===== src/rtl/peak_window_pkg.sv =====
// Shared types and defaults for the peak-window monitor block.
// Imported by the window tick generator and the readout controller.
package peak_window_pkg;

    typedef enum logic {
        IDLE,
        SEND
    } state_e;

    localparam int PW_DW         = 32;
    localparam int PW_DEF_PERIOD = 150000;
    localparam int MIN_PERIOD    = 2;

endpackage


===== src/rtl/peak_window_ctrl_win_tick_gen.sv =====
// Window period counter with clamped period latch.
// tick_o marks the terminal cycle of each measurement window.
module win_tick_gen
    import peak_window_pkg::*;
#(
    parameter int CW         = 18,
    parameter int DEF_PERIOD = PW_DEF_PERIOD
) (
    input  logic          clk,
    input  logic          rst,
    input  logic          en_i,
    input  logic [CW-1:0] cfg_period_i,
    output logic          tick_o
);

    logic [CW-1:0] cnt_q, cnt_d;
    logic [CW-1:0] period_q, period_d;
    logic [CW-1:0] cfg_clamped;
    logic          term;

    assign cfg_clamped = (cfg_period_i < CW'(MIN_PERIOD))
                       ? CW'(MIN_PERIOD) : cfg_period_i;
    assign term   = (cnt_q == period_q - CW'(1));
    assign tick_o = en_i && term;

    // Next count and period: period reloads only between windows.
    always_comb begin
        cnt_d    = cnt_q + CW'(1);
        period_d = period_q;
        if (!en_i) begin
            cnt_d    = '0;
            period_d = cfg_clamped;
        end else if (term) begin
            cnt_d    = '0;
            period_d = cfg_clamped;
        end
    end

    // Counter and period registers.
    always_ff @(posedge clk) begin
        if (rst) begin
            cnt_q    <= '0;
            period_q <= CW'(DEF_PERIOD);
        end else begin
            cnt_q    <= cnt_d;
            period_q <= period_d;
        end
    end

endmodule


===== src/rtl/peak_window_ctrl.sv =====
// Per-window peak capture for NUM_CH channels with serial readout.
// One frame is held at a time; frames ending mid-readout are dropped.
module peak_window_ctrl
    import peak_window_pkg::*;
#(
    parameter int NUM_CH     = 4,
    parameter int DW         = PW_DW,
    parameter int CW         = 18,
    parameter int DEF_PERIOD = PW_DEF_PERIOD
) (
    input  logic                 clk,
    input  logic                 rst,
    input  logic                 en,
    input  logic [CW-1:0]        cfg_period,
    input  logic [NUM_CH*DW-1:0] data_in,
    output logic                 out_valid,
    input  logic                 out_ready,
    output logic [DW-1:0]        out_data,
    output logic [3:0]           out_ch,
    output logic                 out_last,
    output logic [15:0]          out_frame,
    output logic [7:0]           drop_cnt
);

    localparam int IW = (NUM_CH > 1) ? $clog2(NUM_CH) : 1;

    logic          tick;
    logic [DW-1:0] run_q  [NUM_CH];
    logic [DW-1:0] hold_q [NUM_CH];
    logic [DW-1:0] snap   [NUM_CH];

    state_e        state_q;
    logic [IW-1:0] idx_q;
    logic [IW-1:0] idx_nxt;
    logic          valid_q;
    logic [DW-1:0] data_q;
    logic [3:0]    ch_q;
    logic          last_q;
    logic [15:0]   frame_q;
    logic [15:0]   out_frame_q;
    logic [7:0]    drop_q;

    logic          idx_last;
    logic          last_acc;
    logic          load_go;
    logic          drop_go;

    win_tick_gen #(
        .CW         (CW),
        .DEF_PERIOD (DEF_PERIOD)
    ) u_tick (
        .clk          (clk),
        .rst          (rst),
        .en_i         (en),
        .cfg_period_i (cfg_period),
        .tick_o       (tick)
    );

    // Terminal-cycle sample belongs to the window that is closing.
    always_comb begin
        for (int i = 0; i < NUM_CH; i++) begin
            snap[i] = (data_in[i*DW +: DW] > run_q[i])
                    ? data_in[i*DW +: DW] : run_q[i];
        end
    end

    // Running maxima, cleared at window end and while disabled.
    always_ff @(posedge clk) begin
        for (int i = 0; i < NUM_CH; i++) begin
            if (rst || !en || tick) begin
                run_q[i] <= '0;
            end else begin
                run_q[i] <= snap[i];
            end
        end
    end

    assign idx_nxt  = idx_q + IW'(1);
    assign idx_last = (idx_q == IW'(NUM_CH - 1));
    assign last_acc = (state_q == SEND) && out_ready && idx_last;
    assign load_go  = tick && ((state_q == IDLE) || last_acc);
    assign drop_go  = tick && (state_q == SEND) && !last_acc;

    // Readout FSM, frame numbering and drop accounting.
    always_ff @(posedge clk) begin
        if (rst) begin
            state_q     <= IDLE;
            idx_q       <= '0;
            valid_q     <= 1'b0;
            data_q      <= '0;
            ch_q        <= '0;
            last_q      <= 1'b0;
            frame_q     <= '0;
            out_frame_q <= '0;
            drop_q      <= '0;
            for (int i = 0; i < NUM_CH; i++) begin
                hold_q[i] <= '0;
            end
        end else begin
            if (tick) begin
                frame_q <= frame_q + 16'd1;
            end
            if (drop_go && (drop_q != 8'hFF)) begin
                drop_q <= drop_q + 8'd1;
            end
            if (load_go) begin
                for (int i = 0; i < NUM_CH; i++) begin
                    hold_q[i] <= snap[i];
                end
                state_q     <= SEND;
                out_frame_q <= frame_q;
                idx_q       <= '0;
                valid_q     <= 1'b1;
                data_q      <= snap[0];
                ch_q        <= '0;
                last_q      <= (NUM_CH == 1);
            end else if ((state_q == SEND) && out_ready) begin
                if (idx_last) begin
                    state_q <= IDLE;
                    valid_q <= 1'b0;
                    last_q  <= 1'b0;
                end else begin
                    idx_q  <= idx_nxt;
                    data_q <= hold_q[idx_nxt];
                    ch_q   <= 4'(idx_nxt);
                    last_q <= (idx_nxt == IW'(NUM_CH - 1));
                end
            end
        end
    end

    assign out_valid = valid_q;
    assign out_data  = data_q;
    assign out_ch    = ch_q;
    assign out_last  = last_q;
    assign out_frame = out_frame_q;
    assign drop_cnt  = drop_q;

endmodule


===== config.mk =====
export PLATFORM = sky130hd
export DESIGN_NAME = peak_window_ctrl
export DESIGN_NICKNAME = d
export VERILOG_FILES = /design/src/rtl/peak_window_pkg.sv /design/src/rtl/peak_window_ctrl_win_tick_gen.sv /design/src/rtl/peak_window_ctrl.sv
export SDC_FILE = /design/constraint.sdc
export NUM_CORES = 1
export LEC_CHECK = 0
export CAP_MARGIN = 0
export CORE_MARGIN = 4
export CORE_UTILIZATION = 57
export DETAILED_ROUTE_END_ITERATION = 6
export PLACE_DENSITY_LB_ADDON = 0.08
export REMOVE_ABC_BUFFERS = 1
export SLEW_MARGIN = 10
export SYNTH_ARGS = -nofsm -noshare
export SYNTH_HDL_FRONTEND = slang
export SYNTH_SLANG_ARGS = --single-unit

===== constraint.sdc =====
create_clock -name clk -period 7.6 [get_ports clk]
set_input_delay 1.52 -clock clk [delete_from_list [all_inputs] [get_ports clk]]
set_output_delay 1.52 -clock clk [all_outputs]
set_load 0.05 [all_outputs]

Yosys cells after proc, flatten, opt, wreduce, memory -nomap -nowiden. Memories as Yosys holds them, arrays and structs flattened. Cells that the tools add are included.

Bitwise logic cells: 11. Multiplexer cells: 30. Order comparisons: 5. Reductions and logical operators: 19. Equal/unequal tests: 6. Add/sub/neg operators: 5.

Operators by type and width (count): 32-bit two-way mux (15); 32-bit greater-than comparator (4); 18-bit two-way mux (3); 18-bit by 1-bit adder with 18-bit output, second input constant (1); 18-bit == test (1); 18-bit by 2-bit less-than comparator with 1-bit output, second input constant (1); 18-bit by 1-bit subtractor with 18-bit output, second input constant (1); 16-bit by 1-bit adder with 16-bit output, second input constant (1); 1-bit two-way mux (12); 8-bit by 1-bit adder with 8-bit output, second input constant (1); 8-bit != test, second input constant (1); 1-bit OR (8); 1-bit logical AND (7); 2-bit AND reduction (3); 2-bit == test, second input constant (2); 2-bit by 1-bit != test with 1-bit output, second input constant (2); 2-bit nonzero test (2); 1-bit logical OR (3); 1-bit NOT (3); 3-bit OR reduction (1); 2-bit by 1-bit adder with 2-bit output, second input constant (1); 1-bit zero test (2); 2-bit OR reduction (1).

RAM bits: 256. Memories kept: 2. Register bits after elaboration: 112.

Memory list: hold_q (words 4, width 32, rd ports 1, clocked after Yosys merged registers in 0, write ports 4, line peak_window_ctrl.sv:29) `logic [DW-1:0] hold_q [NUM_CH];`; run_q (words 4, width 32, rd ports 4, clocked after Yosys merged registers in 0, write ports 4, line peak_window_ctrl.sv:28) `logic [DW-1:0] run_q [NUM_CH];`.

Logic depth before layout (Yosys ltp). Gate-level depths: netlist (run 1).

Word-level depth: 8. Depth in mapped cells: 13. Depth with buffers taken out: 10.

Cells and area by module. A second synthesis (run 1) with hierarchy kept.

Cells, all modules: 2291. Area, all modules: 21135.3 µm².

Modules (own cells, without submodules): peak_window_ctrl (area an instance 18758.0 µm², instances 1, cells an instance 2017); win_tick_gen (area an instance 2377.3 µm², instances 1, cells an instance 274).

Worst setup path after synthesis (run 1). OpenSTA, ideal clock, no wires.

Path type: register to register. Start point: register u_tick.period_q[0]. End point: memory hold_q[0][0] in the netlist's numbering, enable pin. Clock period less this slack: 5.570 ns. Stages on the path, launching flop included: 10. Setup time: 0.494 ns. Setup slack: 2.030 ns. Data required time: 7.106 ns. Arrival time: 5.076 ns. Path buffers: 0. Cells stage by stage: dfxtp_1 -> inv_1 -> ha_1 -> nor3b_1 -> nand4_1 -> or4b_1 -> o211ai_1 -> o22a_1 -> nand3_1 -> nand2_1.

RTL lines: start, declared (line peak_window_ctrl_win_tick_gen.sv:17) `logic [CW-1:0] period_q, period_d;`; start signal, assigned (line peak_window_ctrl_win_tick_gen.sv:43) `period_q <= CW'(DEF_PERIOD);`; start signal, assigned (line peak_window_ctrl_win_tick_gen.sv:46) `period_q <= period_d;`; end, declared (line peak_window_ctrl.sv:29).

==> flow_summary_export.csv, run 1 <==
group,metric,value,unit
setup_path,arrival,5690,ps
setup_path,rr_endpoint,"run_q[2][9]",
placed_design,place_hpwl,36.0,mm
clock_network,clkTransAtPathRegs,60,ps
setup_path,crit_type,"reg -> reg",
run,maxCapViolations,0,
floorplanning,coreArea,32800,sq um
synth,synth_edf_count,128,
setup_path,r2r_cells,11,
clock_network,cts_tree,"done",
sta,min_period,5290,ps
synth,syn_avg_cell_area,9.79,sq um
layout,nNetsFinal,2392,
synth,syn-cell-area,19100,sq um
synth,synth_flop_cell,"dfxtp_1",
setup_path,cp-end-kind,"flip-flop",
sta,finalHoldViolCount,0,
synth,synth_top_area_cell,"dfxtp_1",
power,ir_drop,0.000153,V
synth,syn_inst,1950,
detailed_routing,drtAntennaViolNets,0,
sta,slew_headroom,16.9,%
sta,finalSetupViolations,0,
power,power,4.70,mW
global_route,antenna_found_initial,2,
power,pwr_density_cell,206,nW/um^2
power,power_leakage,8.46,nW
layout,regArea,8650,sq um
min_path,hp-class,"reg -> reg",
clock_network,cts_resized,0,
sta,worst_clock_skew,14.0,ps
clock_network,cts_made_buffers,41,
synth,synth.distinct_cells,73,
sta,clock.fmax,0.189,GHz
layout,drive_above_1_share,7.15,%
detailed_routing,drt_wl_total,51.8,mm
detailed_routing,wire_per_inst,20.1,um
setup_path,crit_end,"run_q[2][9]",
setup_path,critPathMaxFanout,83,
sta,maxSlewViolCount,0,
placed_design,placed_area,21500,sq um
floorplanning,rows,66,
floorplanning,die_x,191,um
synth,ys_warn_count,0,
sta,holdWs,447,ps
clock_network,holdBufCountCts,0,
synth,synth.area.top_cells,"dfxtp_1 25%, edfxtp_1 20%, ha_1 8.8%, mux2i_1 5.7%, a21oi_1 4.7%",
layout,syn2layout_area_growth,19.5,%
detailed_routing,viasPerCell,5.93,
global_route,globalRouteOverflowTotal,0,
clock_network,root_buffer,"clkbuf_16",
detailed_routing,drtPass1Iterations,5,
synth,synthTopCellsByCount,"240 x dfxtp_1, 208 x nor2_1, 179 x a21oi_1",
setup_path,crit_required,8000,ps
placed_design,port_buffers,209,
floorplanning,initial_core_util,58.2,%
detailed_routing,remaining_drc_errors,0,
synth,synth_most_common_cell,"dfxtp_1",
clock_network,clkSinkCount,368,
detailed_routing,drt_iter0_drc,963,
layout,final_area,22800,sq um
setup_path,startpoint,"u_tick.period_q[0]",
power,pwr-share-comb,12.0,%
detailed_routing,num_vias,15301,
synth,synth-seq-cells,368,
clock_network,cts_setup_buffers,0,
clock_network,cts_buffer_depth,3,
power,switching_share,24.7,%
power,switchingPower,1.16,mW
synth,yosysTopAreaCellShare,25.2,%
sta,rsz0062_at_grt,"false",
global_route,grt_pass1_vias,15215,
global_route,grt_max_degree,129,
layout,nFillCells,2519,
synth,ys_async_sr_fraction,0,%
power,internal_power,3.54,mW
sta,worst_pin_slew,1240,ps
setup_path,reg2reg_from,"u_tick.period_q[0]",
clock_network,clk_latency,530,ps
floorplanning,dieArea,36500,sq um
global_route,grt.total_usage,27.8,%
sta,post-route-period-util,69.6,%
setup_path,rrSetupSlack,2310,ps
synth,ys_seq_area_share,45.3,%
floorplanning,dieHeight,191,um
outcome,status,"completed",
layout,num_antenna_cells,0,
layout,multi_input_area,9400,sq um
placed_design,gp_congestion,0.892,
global_route,grt_pass1_wl,80.6,mm
floorplanning,pin_count,212,
clock_network,cts_max_level,2,
power,power_frac_seq,45.5,%
setup_path,cp-start-kind,"flip-flop",
sta,finalSetupTns,0,ps
power,power.clock.fraction,42.5,%
==> final cells by class <==
| type | instances | area share [%] |
|---|---|---|
| Sequential cell | 368 | 37.9 |
| Tap cell | 442 | 2.42 |
| Inverter | 169 | 2.78 |
| Multi-Input combinational cell | 1303 | 41.2 |
| Timing Repair Buffer | 225 | 9.78 |
| Clock inverter | 20 | 0.932 |
| Clock buffer | 55 | 4.99 |
==> flip-flops by register name, indices dropped and copies added, names as in the netlist <==
register	count
idx_q	2
u_tick.period_q	18
drop_cnt	8
frame_q	16
out_last	1
run_q	128
out_frame	16
out_valid	1
hold_q	128
out_data	32
u_tick.cnt_q	18
==> through the flow <==
stage / setup WS, ps / std cells / utilization (%)
global placement: 2280 / 2507 / 65.5
CTS: 2230 / 2582 / 69.6
finish: 2310 / 2582 / 69.6
detailed placement: 2140 / 2507 / 65.5
global route: 1900 / 2582 / 69.6
floorplan: 1340 / 1840 / -
==> per-layer routing <==
layer | part of all wire, % | vias to the layer above | global-route usage (%)
li1 | - | 7336 | -
met1 | 42 | 7311 | 36.6
met2 | 46 | 530 | 45.1
met3 | 6.4 | 120 | 4.25
met4 | 5.2 | 4 | 13.4
met5 | 0.046 | - | 0
==> power groups by stage <==
stage                     clock (mW)  sequential [mW]  combinational, mW
after floorplan                    0             2.16              0.350
after global placement             0             2.18              0.543
after detailed placement           0             2.18              0.555
after CTS                       2.02             2.14              0.560
after global routing            2.10             2.14              0.621
final                           2.00             2.14              0.563
==> worst min path at each step <==
stage / from / to / cells after the start
after CTS: out_frame[3] / out_frame[3] / 2
after global placement: out_frame[8] / out_frame[8] / 2
final: out_frame[12] / out_frame[12] / 2
after global routing: out_frame[5] / out_frame[5] / 2
after detailed placement: out_frame[3] / out_frame[3] / 2
after floorplan: frame_q[15] / out_frame[15] / 2
==> cell usage in the layout (no fill, tap or decap), drive strengths merged, types with 6 or more instances in the layout <==
cell,instances
a211oi,12
a21o,28
a21oi,179
a22o,27
a2bb2oi,34
and2,9
and3,10
buf,17
clkbuf,55
clkdlybuf4s50,208
clkinv,13
dfxtp,240
edfxtp,128
ha,134
inv,172
mux2,10
mux2i,108
mux4,32
nand2,118
nand3,61
nand4,38
nor2,208
nor2b,19
nor3,18
nor4,19
o211ai,44
o21a,12
o21ai,59
or3,9
or4,6
xnor2,25
xor2,16
==> kinds of logic after synthesis <==
kind of cell,synth area share [%]
fa+ha+maj,8.78
buf+inv,6.00
xor+xnor,1.92
simple gates,13.2
other cells,0.0196
flops,45.3
compound gates,14.7
mux,10.0
==> worst max-delay path: stages, from the launching register on <==
cell	delay, ps
dfxtp_1	360
inv_1	70
ha_1	240
nor3b_1	700
nand4_1	270
or4b_1	550
o211ai_1	100
o22a_1	380
a21bo_1	830
nand2b_4	980
buf_4	540
a21oi_1	90
Note: power is estimated with default switching activity, not from simulation.
==> run 2: changes to the inputs <==
--- a/config.mk
+++ b/config.mk
@@ -7,7 +7,7 @@
 export LEC_CHECK = 0
 export CAP_MARGIN = 0
 export CORE_MARGIN = 4
-export CORE_UTILIZATION = 57
+export CORE_UTILIZATION = 52
 export DETAILED_ROUTE_END_ITERATION = 6
 export PLACE_DENSITY_LB_ADDON = 0.08
 export REMOVE_ABC_BUFFERS = 1
==> constraint.sdc (replaced) <==
create_clock -name clk -period 4.6 [get_ports clk]
set_input_delay 0.92 -clock clk [delete_from_list [all_inputs] [get_ports clk]]
set_output_delay 0.92 -clock clk [all_outputs]
set_load 0.05 [all_outputs]
==> flow_summary_export.csv, run 2 (synthesized netlist as in run 1, its figures left out) <==
group,metric,value,unit
detailed_routing,drt_wl_total,51.7,mm
clock_network,cts_tree,"done",
sta,holdWs,449,ps
floorplanning,coreArea,35900,sq um
detailed_routing,drtPass1Iterations,6,
sta,worst_clock_skew,14.3,ps
layout,nNetsFinal,2417,
sta,finalSetupTns,0,ps
placed_design,port_buffers,209,
detailed_routing,remaining_drc_errors,0,
floorplanning,dieHeight,200,um
clock_network,clkSinkCount,368,
sta,finalHoldViolCount,0,
detailed_routing,drtAntennaViolNets,0,
floorplanning,pin_count,212,
setup_path,cp-end-kind,"flip-flop",
clock_network,clk_latency,520,ps
clock_network,root_buffer,"clkbuf_16",
global_route,grt_pass1_vias,15139,
global_route,grt_pass1_wl,80.6,mm
placed_design,place_hpwl,36.8,mm
floorplanning,dieArea,39800,sq um
layout,regArea,8650,sq um
floorplanning,die_x,200,um
sta,finalSetupViolations,0,
layout,multi_input_area,9370,sq um
clock_network,clkTransAtPathRegs,60,ps
power,ir_drop,0.000255,V
setup_path,slowest_delay,820,ps
global_route,globalRouteOverflowTotal,0,
floorplanning,rows,69,
detailed_routing,drt_iter0_drc,1073,
floorplanning,initial_core_util,53.1,%
setup_path,cp-start-kind,"flip-flop",
layout,syn2layout_area_growth,20.8,%
global_route,grt.total_usage,25.4,%
sta,worst_pin_slew,1140,ps
detailed_routing,viasPerCell,5.82,
layout,num_antenna_cells,0,
global_route,antenna_found_initial,0,
layout,nFillCells,3006,
detailed_routing,num_vias,15276,
detailed_routing,wire_per_inst,19.7,um
power,pwr_density_cell,332,nW/um^2
run,maxCapViolations,0,
setup_path,arrival,4310,ps
clock_network,cts_buffer_depth,3,
power,power_leakage,8.57,nW
sta,slew_headroom,23.8,%
clock_network,holdBufCountCts,0,
outcome,status,"completed",
layout,final_cell_mix,"239 x dfxtp_1, 208 x clkdlybuf4s50_1, 207 x nor2_1",
sta,rsz0062_at_grt,"false",
setup_path,slowest_stage,"a2111oi_0",
sta,maxSlewViolCount,0,
min_path,hp-class,"reg -> reg",
clock_network,cts_max_level,2,
clock_network,cts_made_buffers,40,
setup_path,critPathMaxFanout,128,
layout,layout_commonest_cell,"dfxtp_1",
clock_network,cts_resized,0,
placed_design,gp_congestion,0.923,
setup_path,crit_required,4880,ps
sta,post-route-period-util,87.6,%
layout,drive_above_1_share,7.91,%
global_route,grt_max_degree,129,
setup_path,crit_type,"reg -> reg",
sta,clock.fmax,0.248,GHz
sta,min_period,4030,ps
setup_path,worstPathCellList,"inv_1 -> ha_1 -> or3b_2 -> nor2_1 -> a2111oi_0 -> o211ai_1 -> nor4_1 -> nand4_1 -> buf_12 -> a21oi_1",
clock_network,cts_setup_buffers,0,
==> run 2: changes by cell type in the layout (fill, tap and decap cells not counted), moves of 2 or more <==
cell and delta:
buf_4 +18, buf_12 +8, clkbuf_8 -5, clkinvlp_4 +3, clkbuf_1 +2, clkinv_2 -2, inv_6 -2
==> run 2: cell type report <==
cell class                      instances  share of cell area (%)
Clock inverter                         20                   0.907
Sequential cell                       368                    37.5
Timing Repair Buffer                  251                    11.0
Inverter                              169                    2.75
Clock buffer                           52                    4.67
Multi-Input combinational cell       1303                    40.7
Tap cell                              461                    2.50
==> run 2: metal layers <==
layer	GRT usage, %	part of all wire [%]	up-vias
met5	0	0	-
li1	-	-	7378
met3	2.78	5.2	98
met4	9.01	3.5	0
met1	34.4	44	7325
met2	42.6	48	475
==> run 2: final timing paths <==
path | slack, ps | cells after the start | to | startpoint
min reg2reg | 450 | 2 | out_frame[8] | out_frame[8]
min | 450 | 2 | out_frame[8] | out_frame[8]
max | 570 | 10 | hold_q[2][25] | u_tick.period_q[0]
max reg2reg | 570 | 10 | hold_q[2][25] | u_tick.period_q[0]
==> run 2: critical path: cells and delay by family (launching register included) <==
kind	cells	cell delay [ps]
DFF	1	430
and+or+nand+nor	4	1140
adders and majority gates	1	260
buffers and inverters	2	390
AOI/OAI and AO/OA	3	1440
==> run 2: through the flow <==
stage / setup slack, ps / area (sq um) / power, mW / instances / utilization [%]
after CTS: 677 / 23000 / 7.70 / 2624 / 64.2
after detailed placement: 151 / 21800 / 4.54 / 2552 / 60.6
final: 572 / 23000 / 7.65 / 2624 / 64.2
after global routing: 407 / 23000 / 7.95 / 2624 / 64.2
after floorplan: -1660 / 18600 / 4.15 / 1840 / -
after global placement: 325 / 21800 / 4.51 / 2552 / 60.6
==> run 2: power by group <==
group / switching (mW) / internal, mW
clock network: 1.29 / 1.88
logic: 0.515 / 0.436
registers: 0.0661 / 3.46
total: 1.87 / 5.78
==> run 3: changes to the inputs <==
--- a/config.mk
+++ b/config.mk
@@ -5,10 +5,11 @@
 export SDC_FILE = /design/constraint.sdc
 export NUM_CORES = 1
 export LEC_CHECK = 0
-export CAP_MARGIN = 0
+export CAP_MARGIN = 20
 export CORE_MARGIN = 4
 export CORE_UTILIZATION = 52
 export DETAILED_ROUTE_END_ITERATION = 6
+export GPL_ROUTABILITY_DRIVEN = 1
 export PLACE_DENSITY_LB_ADDON = 0.08
 export REMOVE_ABC_BUFFERS = 1
 export SLEW_MARGIN = 10
==> flow_summary_export.csv, run 3 (synthesized netlist as in run 1, its figures left out) <==
group,metric,value,unit
clock_network,holdBufCountCts,0,
floorplanning,initial_core_util,53.1,%
floorplanning,dieHeight,200,um
sta,clock.fmax,0.252,GHz
detailed_routing,drtPass1Iterations,5,
placed_design,pre_cts_ws,151,ps
clock_network,cts_made_buffers,40,
power,ir_drop,0.000254,V
global_route,grt_pass1_vias,15139,
global_route,grt_max_degree,129,
layout,final_cell_mix,"239 x dfxtp_1, 208 x clkdlybuf4s50_1, 207 x nor2_1",
sta,maxSlewViolCount,0,
power,pwr-share-comb,12.5,%
sta,holdWs,449,ps
min_path,min-delay-start,"out_frame[8]",
sta,worst_clock_skew,14.1,ps
detailed_routing,viasPerCell,5.80,
layout,multi_input_area,9370,sq um
floorplanning,dieArea,39800,sq um
setup_path,crit_required,4880,ps
clock_network,cts_max_level,2,
layout,syn2layout_area_growth,20.8,%
layout,final_area,23100,sq um
detailed_routing,num_vias,15238,
floorplanning,rows,69,
clock_network,cts_buffer_depth,3,
layout,drive_above_1_share,7.95,%
setup_path,slowest_stage,"a2111oi_0",
layout,layout_commonest_cell,"dfxtp_1",
setup_path,slowest_delay,810,ps
placed_design,port_buffers,209,
min_path,holdPathStages,2,
placed_design,placed_area,21800,sq um
sta,finalHoldViolCount,0,
setup_path,worstPathCellList,"inv_1 -> ha_1 -> or3b_2 -> nor2_1 -> a2111oi_0 -> o211ai_1 -> nor4_1 -> nand4_1 -> buf_12 -> a21oi_1",
sta,post-route-period-util,86.3,%
sta,worst_pin_slew,977,ps
clock_network,clk_latency,520,ps
power,internal_power,5.78,mW
setup_path,cp-start-kind,"flip-flop",
setup_path,critPathMaxFanout,128,
setup_path,crit_type,"reg -> reg",
floorplanning,pin_count,212,
clock_network,clkSinkCount,368,
layout,num_antenna_cells,0,
setup_path,rrSetupSlack,630,ps
layout,utilization,64.2,%
layout,nFillCells,3005,
sta,rsz0062_at_grt,"false",
clock_network,cts_resized,0,
power,power_frac_seq,46.1,%
min_path,hp-class,"reg -> reg",
power,power.clock.fraction,41.5,%
floorplanning,coreArea,35900,sq um
sta,slew_headroom,34.8,%
setup_path,critPathBufInv,2,
power,pwr_density_cell,332,nW/um^2
power,power_leakage,8.58,nW
floorplanning,die_x,200,um
placed_design,gp_congestion,0.923,
setup_path,rr_endpoint,"hold_q[2][25]",
setup_path,cp-end-kind,"flip-flop",
setup_path,crit_family,"compound AO/OA/AOI/OAI gates",
setup_path,arrival,4250,ps
global_route,globalRouteOverflowTotal,0,
sta,min_period,3970,ps
clock_network,cts_tree,"done",
power,switching_share,24.5,%
placed_design,place_hpwl,36.8,mm
setup_path,reg2reg_from,"u_tick.period_q[0]",
layout,regArea,8650,sq um
detailed_routing,drt_wl_total,51.6,mm
min_path,min_to,"out_frame[8]",
global_route,grt_pass1_wl,80.6,mm
clock_network,clkTransAtPathRegs,60,ps
detailed_routing,drtAntennaViolNets,0,
outcome,status,"completed",
detailed_routing,drt_iter0_drc,1098,
global_route,antenna_found_initial,0,
clock_network,cts_setup_buffers,0,
sta,finalSetupViolations,0,
detailed_routing,remaining_drc_errors,0,
sta,fin_ws,628,ps
layout,nNetsFinal,2418,
clock_network,root_buffer,"clkbuf_16",
detailed_routing,wire_per_inst,19.7,um
power,switchingPower,1.87,mW
global_route,grt.total_usage,25.4,%
setup_path,r2r_cells,10,
run,maxCapViolations,0,
==> run 3: cell types whose count changed in the layout (fill, tap and decap cells not counted), sizes merged <==
cell  previous run  this run
buf             43        44
==> run 3: power groups by stage <==
stage	Clock, mW	Combinational [mW]	Sequential, mW
final	3.17	0.954	3.53
after global routing	3.37	1.06	3.54
after CTS	3.22	0.949	3.53
after detailed placement	0	0.942	3.60
after global placement	0	0.920	3.59
after floorplan	0	0.578	3.58
==> run 3: stage by stage <==
step	TNS [ps]	cells	total power [mW]
6_report	0	2625	7.66
5_1_grt	0	2625	7.96
4_1_cts	0	2624	7.70
3_5_place_dp	0	2552	4.54
3_3_place_gp	0	2552	4.51
2_1_floorplan	-565210	1840	4.15
==> run 3: how the worst max path moves through the flow <==
stage / start / end / slack, ps / depth (start not counted)
finish: u_tick.period_q[0] / hold_q[2][25] / 630 / 10
global route: u_tick.period_q[0] / hold_q[2][25] / 410 / 10
CTS: data_in[30] / out_data[7] / 680 / 10
detailed placement: data_in[30] / out_data[6] / 150 / 11
global placement: data_in[30] / out_data[9] / 330 / 10
floorplan: idx_q[0] / hold_q[0][0] / -1660 / 5
==> run 3: final cells by class <==
class                   instances  area share [%]
clock buffers                  52            4.67
well taps                     461            2.50
inverters                     169            2.75
clock inverters                20           0.906
flip-flops and latches        368            37.5
repair buffers                252            11.0
multi-input cells            1303            40.6
==> run 3: worst min-delay path: cells and delay by family, from the launching register on <==
kind	cells	cell delay (ps)
flip-flops	1	300
AND/OR/NAND/NOR	1	50
AO/OA/AOI/OAI	1	50
==> run 3: routing by layer <==
metal  part of all wire (%)  GRT usage (%)  vias to the layer above
li1                       -              -                     7381
met1                     44           34.4                     7307
met2                     48           42.6                      456
met3                    5.3           2.78                       94
met4                    3.6           9.01                        0
met5                      0              0                        -
